**config.mk**
```make
export PLATFORM = sky130hd
export DESIGN_NAME = fifo_sram_sync_fwft
export DESIGN_NICKNAME = d
export VERILOG_FILES = /design/src/rtl/fifo_sram_sync_fwft.sv
export SDC_FILE = /design/constraint.sdc
export NUM_CORES = 1
export LEC_CHECK = 0
export ABC_AREA = 1
export CORE_MARGIN = 5
export CORE_UTILIZATION = 45
export DETAILED_ROUTE_END_ITERATION = 8
export DONT_BUFFER_PORTS = 1
export SETUP_SLACK_MARGIN = 0.15
export SLEW_MARGIN = 10
export SYNTH_ARGS = -nofsm -noshare
export SYNTH_HDL_FRONTEND = slang
export SYNTH_SLANG_ARGS = --single-unit
```
**constraint.sdc**
```tcl
create_clock -name clk -period 9.25 [get_ports clk]
set_input_delay 0.925 -clock clk [delete_from_list [all_inputs] [get_ports clk]]
set_output_delay 0.925 -clock clk [all_outputs]
set_load 0.1 [all_outputs]
```
**src/rtl/fifo_sram_sync_fwft.sv**
```systemverilog
// rtl/fifo_sram_sync_fwft.sv - single-clock SRAM FIFO with 2-entry skid buffer for first-word-fall-through reads
module fifo_sram_sync_fwft #(
    parameter int DEPTH    = 16,
    parameter int WIDTH    = 32,
    parameter int AF_LEVEL = DEPTH - 2,
    parameter int AE_LEVEL = 2
) (
    input  logic                     clk,
    input  logic                     rst,
    input  logic                     flush,
    input  logic                     wr_en,
    input  logic [WIDTH-1:0]         wr_data,
    output logic                     wr_full,
    input  logic                     rd_en,
    output logic [WIDTH-1:0]         rd_data,
    output logic                     rd_valid,
    output logic [$clog2(DEPTH):0]   count,
    output logic                     almost_full,
    output logic                     almost_empty,
    output logic                     overflow,
    output logic                     underflow
);

    localparam int AW = $clog2(DEPTH);
    localparam int PW = AW + 1;

    // Skid state encodes how many entries sit in the output buffer.
    typedef enum logic [1:0] {
        S0 = 2'd0,
        S1 = 2'd1,
        S2 = 2'd2
    } skid_state_t;

    logic [WIDTH-1:0] r_mem [DEPTH];
    logic [WIDTH-1:0] r_mem_q;
    logic [PW-1:0]    r_wr_ptr;
    logic [PW-1:0]    r_rd_ptr;
    logic [PW-1:0]    r_count;
    logic             r_inflight;
    skid_state_t      r_state;
    logic [WIDTH-1:0] r_skid0;
    logic [WIDTH-1:0] r_skid1;
    logic             r_rd_valid;
    logic             r_overflow;
    logic             r_underflow;

    logic             w_full;
    logic             w_wr_acc;
    logic             w_pop;
    logic             w_sram_has;
    logic [1:0]       w_occ;
    logic [2:0]       w_slots;
    logic [2:0]       w_slot_limit;
    logic             w_issue;
    logic             w_land;
    logic [AW-1:0]    w_wr_addr;
    logic [AW-1:0]    w_rd_addr;

    assign w_full       = (r_count == PW'(DEPTH));
    assign w_wr_acc     = wr_en & ~w_full & ~flush;
    assign w_pop        = rd_en & r_rd_valid & ~flush;
    assign w_sram_has   = (r_wr_ptr != r_rd_ptr);
    assign w_wr_addr    = r_wr_ptr[AW-1:0];
    assign w_rd_addr    = r_rd_ptr[AW-1:0];

    // Skid occupancy as a number, used by the read-issue throttle.
    always_comb begin
        w_occ = 2'd0;
        case (r_state)
            S0:      w_occ = 2'd0;
            S1:      w_occ = 2'd1;
            S2:      w_occ = 2'd2;
            default: w_occ = 2'd0;
        endcase
    end

    // Issue only if the landing word is guaranteed a free skid slot next cycle.
    assign w_slots      = {1'b0, w_occ} + {2'b00, r_inflight};
    assign w_slot_limit = 3'd2 + {2'b00, w_pop};
    assign w_issue      = ~flush & w_sram_has & (w_slots < w_slot_limit);
    assign w_land       = r_inflight & ~flush;

    // SRAM array write port; no reset so it maps onto a RAM macro.
    always_ff @(posedge clk) begin
        if (w_wr_acc) begin
            r_mem[w_wr_addr] <= wr_data;
        end
    end

    // SRAM synchronous read port: one-cycle latency into r_mem_q.
    always_ff @(posedge clk) begin
        if (w_issue) begin
            r_mem_q <= r_mem[w_rd_addr];
        end
    end

    // Write/read pointers, occupancy count and in-flight read tracking.
    always_ff @(posedge clk or posedge rst) begin
        if (rst) begin
            r_wr_ptr   <= '0;
            r_rd_ptr   <= '0;
            r_count    <= '0;
            r_inflight <= 1'b0;
        end else if (flush) begin
            r_wr_ptr   <= '0;
            r_rd_ptr   <= '0;
            r_count    <= '0;
            r_inflight <= 1'b0;
        end else begin
            if (w_wr_acc) begin
                r_wr_ptr <= r_wr_ptr + PW'(1);
            end
            if (w_issue) begin
                r_rd_ptr <= r_rd_ptr + PW'(1);
            end
            r_count    <= r_count + PW'(w_wr_acc) - PW'(w_pop);
            r_inflight <= w_issue;
        end
    end

    // Output skid buffer FSM with registered head data and valid.
    always_ff @(posedge clk or posedge rst) begin
        if (rst) begin
            r_state    <= S0;
            r_skid0    <= '0;
            r_skid1    <= '0;
            r_rd_valid <= 1'b0;
        end else if (flush) begin
            r_state    <= S0;
            r_skid0    <= '0;
            r_skid1    <= '0;
            r_rd_valid <= 1'b0;
        end else begin
            case (r_state)
                S0: begin
                    if (w_land) begin
                        r_skid0    <= r_mem_q;
                        r_state    <= S1;
                        r_rd_valid <= 1'b1;
                    end
                end
                S1: begin
                    if (w_land && !w_pop) begin
                        r_skid1    <= r_mem_q;
                        r_state    <= S2;
                        r_rd_valid <= 1'b1;
                    end else if (w_land && w_pop) begin
                        r_skid0    <= r_mem_q;
                        r_state    <= S1;
                        r_rd_valid <= 1'b1;
                    end else if (w_pop) begin
                        r_state    <= S0;
                        r_rd_valid <= 1'b0;
                    end
                end
                S2: begin
                    if (w_pop) begin
                        r_skid0 <= r_skid1;
                        if (w_land) begin
                            r_skid1 <= r_mem_q;
                            r_state <= S2;
                        end else begin
                            r_state <= S1;
                        end
                        r_rd_valid <= 1'b1;
                    end
                end
                default: begin
                    r_state    <= S0;
                    r_rd_valid <= 1'b0;
                end
            endcase
        end
    end

    // Sticky error flags; illegal attempts set them, only reset/flush clear them.
    always_ff @(posedge clk or posedge rst) begin
        if (rst) begin
            r_overflow  <= 1'b0;
            r_underflow <= 1'b0;
        end else if (flush) begin
            r_overflow  <= 1'b0;
            r_underflow <= 1'b0;
        end else begin
            if (wr_en && w_full) begin
                r_overflow <= 1'b1;
            end
            if (rd_en && !r_rd_valid) begin
                r_underflow <= 1'b1;
            end
        end
    end

    assign wr_full      = w_full;
    assign rd_data      = r_skid0;
    assign rd_valid     = r_rd_valid;
    assign count        = r_count;
    assign almost_full  = (r_count >= PW'(AF_LEVEL));
    assign almost_empty = (r_count <= PW'(AE_LEVEL));
    assign overflow     = r_overflow;
    assign underflow    = r_underflow;

endmodule

```
==> summary.md <==
| Metric | Value |
|---|---|
| Number of nets in the final layout | `2244` |
| Summed negative setup slack over all endpoints | `0 ps` |
| Clock buffers created by TritonCTS | `68` |
| Pwr/cell area | `300 nW/um^2` |
| Clock tree buffer depth | `3` |
| Setup violators final | `0` |
| Wire per inst | `19.6 um` |
| Detailed Place HPWL | `32.8 mm` |
| Area added between synthesis and finish | `10.4%` |
| Setup repair after global routing missed its margin | `false` |
| Outcome | `completed` |
| Number of buffers inserted to repair setup after CTS | `0` |
| Worst EP required | `9720 ps` |
| Part of the Yosys area used for sequential elements | `71.3%` |
| Total core area | `57400 um^2` |
| Cell area after placement | `26400 um^2` |
| Max-Slew Margin vs Limit | `21.6%` |
| Number of design rule violations left after detail routing | `0` |
| Max-cap check violation count | `0` |
| Pre-Repair DR Iteration Count | `5` |
| Primary flip-flop cell chosen by synthesis mapping | `sky130_fd_sc_hd__edfxtp_1` |
| Clock latency at the later pin of the worst-skew pair | `600 ps` |
| Number of buffers inserted by hold repair at cts | `0` |
| Vias after detailed routing | `16100` |
| Fin crit period | `4120 ps` |
| Number of different library cells in the post-synthesis netlist | `37` |
| Cell seen most often among critical-path stages | `sky130_fd_sc_hd__inv_1` |
| Kind of launch point of the worst setup path | `register` |
| Post-synth EDFFs | `544` |
| Worst path max stage delay | `1000 ps` |
| RD Place Congestion | `0.797` |
| Resized cells post-CTS | `0` |
| Total non-filler cell area in the finished layout | `28600 um^2` |
| Std cell rows | `88` |
| Total inserted antenna cells | `0` |
| Synthesized instance count | `2239` |
| IO Count | `80` |
| Area share of the leading cell type in the synthesized netlist | `63.1%` |
| Type of the tightest min-delay check | `input pin to asynchronous set/reset pin` |
| Die extent in y | `250 um` |
| Share of the clock period used by the worst path | `44.5%` |
| Number of DRC violations after detailed-routing iteration 0 | `1484` |
| Leakage | `10.2 nW` |
| Fmax | `243 MHz` |
| Worst path slowest cell | `sky130_fd_sc_hd__dfrtp_1` |
| Max-slew violation count | `0` |
| Post-synth top area cell | `sky130_fd_sc_hd__edfxtp_1` |
| Via count of the first global-routing pass | `15500` |
| Async SR Flop Fraction | `13.5%` |
| End-of-flow core utilization | `49.8%` |
| Number of warnings issued by yosys | `0` |
| Post-DR vias/cell | `5.37` |
| Peak ir drop on the vdd network | `0.194 mV` |
| Post-synth net total | `2295` |
| Register bit total from synthesis | `629` |
| Per-instance average area after synthesis | `11.6 um^2` |
| Die Area | `62400 um^2` |
| WHS | `257 ps` |
| Horizontal extent of the die | `250 um` |
| Skew final | `14.9 ps` |
| Pin count of the biggest net entering global routing | `199` |
| Gr usage total | `18.6%` |
| Class of the most critical setup path | `register to register` |
| Most numerous cell in the Yosys netlist | `sky130_fd_sc_hd__edfxtp_1` |
| Setup crit end kind | `register` |
| List of most frequent post-synthesis cells | `sky130_fd_sc_hd__edfxtp_1, sky130_fd_sc_hd__nor2_1, sky130_fd_sc_hd__nand2_1` |
| Proportion of layout cells with a drive suffix above 1 | `7.07%` |
| Port Buf Inserts | `0` |
| Clk root buf | `sky130_fd_sc_hd__clkbuf_16` |
| Data arrival, critical path | `4590 ps` |
| Gr ovfl total | `0` |
| Critical path cell sequence | `inv_1, ha_1, nand4_1, nand2_1, nor2_1, inv_1, ha_1, inv_1, ha_1, inv_1, fa_1, o21bai_1, a21oi_1, o21ai_0, a21oi_1` |
| Number of failing hold endpoints at the final stage | `0` |
| Global-route wire length before repair | `91.7 mm` |
| Antenna violations before repair | `2` |
| PnR worst setup slack | `5130 ps` |
| CTS tree | `built` |
| Number of clock sinks | `629` |
| Register clock-pin slew on the reported worst setup and hold paths | `60 ps` |
| Critical path peak fanout | `8` |
| Antenna Nets Post-Route | `0` |
| Final wirelength | `58.9 mm` |
| Actual transition at the worst max-transition pin | `1170 ps` |
| Effective utilization at floorplan | `45.1%` |
| CTS H-Tree Depth | `3` |
| Cell types with the largest area share after synthesis | `sky130_fd_sc_hd__edfxtp_1, sky130_fd_sc_hd__dfrtp_1, sky130_fd_sc_hd__nor2_1` |
| Post-placement setup slack | `5130 ps` |
| Count of filler cells inserted in the layout | `4989` |
| Netlist Area Pre-Place | `25900 um^2` |
==> metrics by stage <==
stage,cells,power (mW)
floorplan,2239,5.62
global placement,2882,6.00
detailed placement,2882,6.04
CTS,3000,8.67
global route,3001,9.07
finish,3001,8.59
==> cell usage in the layout, fill, tap and decap left out, drive strengths merged <==
| cell type | instances |
|---|---|
| nand4 | 2 |
| a21oi | 11 |
| o211ai | 52 |
| nand3 | 194 |
| clkbuf | 94 |
| dfrtp | 85 |
| fa | 1 |
| nor3 | 2 |
| bufinv | 4 |
| buf | 18 |
| nand3b | 1 |
| o21bai | 1 |
| clkinvlp | 2 |
| nand2 | 317 |
| o21ai | 342 |
| clkinv | 23 |
| xnor2 | 1 |
| o31ai | 1 |
| ha | 18 |
| edfxtp | 544 |
| xor2 | 4 |
| inv | 63 |
| nor2 | 453 |
| a31oi | 2 |
| or2 | 1 |
==> cell families after synthesis <==
kind of cell             count (synthesis)  synth area share (%)
AND/OR/NAND/NOR                        970                  15.3
flip-flops                             629                  71.3
adder cells (fa/ha/maj)                 19                 0.948
buffers and inverters                  207                  3.73
XOR/XNOR                                 5                 0.169
AO/OA/AOI/OAI                          409                  8.48
==> final cells by class <==
cell class	count	area (um^2)	share of cell area, %
Multi-Input combinational cell	1403	6570	23.0
Clock buffer	94	1930	6.74
Clock inverter	24	221	0.775
Tap cell	765	957	3.35
Timing Repair Buffer	18	168	0.587
Inverter	68	263	0.919
Sequential cell	629	18500	64.6
==> per-layer routing <==
layer  vias up  track usage [%]  wire [um]  part of all wire [%]
li1       7718                -          -                     -
met1      7884             26.8      26800                    46
met2       427             29.6      27300                    46
met3        83             3.65       3660                   6.2
met4         0             4.28       1080                   1.8
met5         -                0          0                     0
==> registers in the layout (all words and copies together) (netlist names) <==
name	flops
rd_data	32
r_mem	512
rd_valid	1
underflow	1
count	5
r_wr_ptr	5
r_inflight	1
r_rd_ptr	5
r_skid1	32
overflow	1
r_state	2
r_mem_q	32
==> worst paths after layout <==
kind / slack (ps) / start / to / cells past startpoint
min in group clk: 400 / flush / underflow / 1
worst max register to register: 5130 / count[2] / count[4] / 15
worst min-delay path: 260 / rst / count[3] / 1
max in group asynchronous: 7890 / rst / r_skid1[23] / 2
worst max-delay path: 5130 / count[2] / count[4] / 15
worst min register to register: 500 / r_mem_q[14] / r_skid1[14] / 2
==> report_power, final <==
part	switching (mW)	internal [mW]	leakage [nW]
combinational	1.24	0.530	3.10
clock	1.06	1.56	1.04
sequential	0.828	3.36	6.02
==> worst max-delay path, delay by kind of cell (launching register included) <==
family | cells | cell delay [ps]
compound gates | 4 | 450
flops | 1 | 1000
buf+inv | 4 | 560
simple gates | 3 | 820
fa+ha+maj | 4 | 1160
Note: power is estimated with default switching activity, not from simulation.
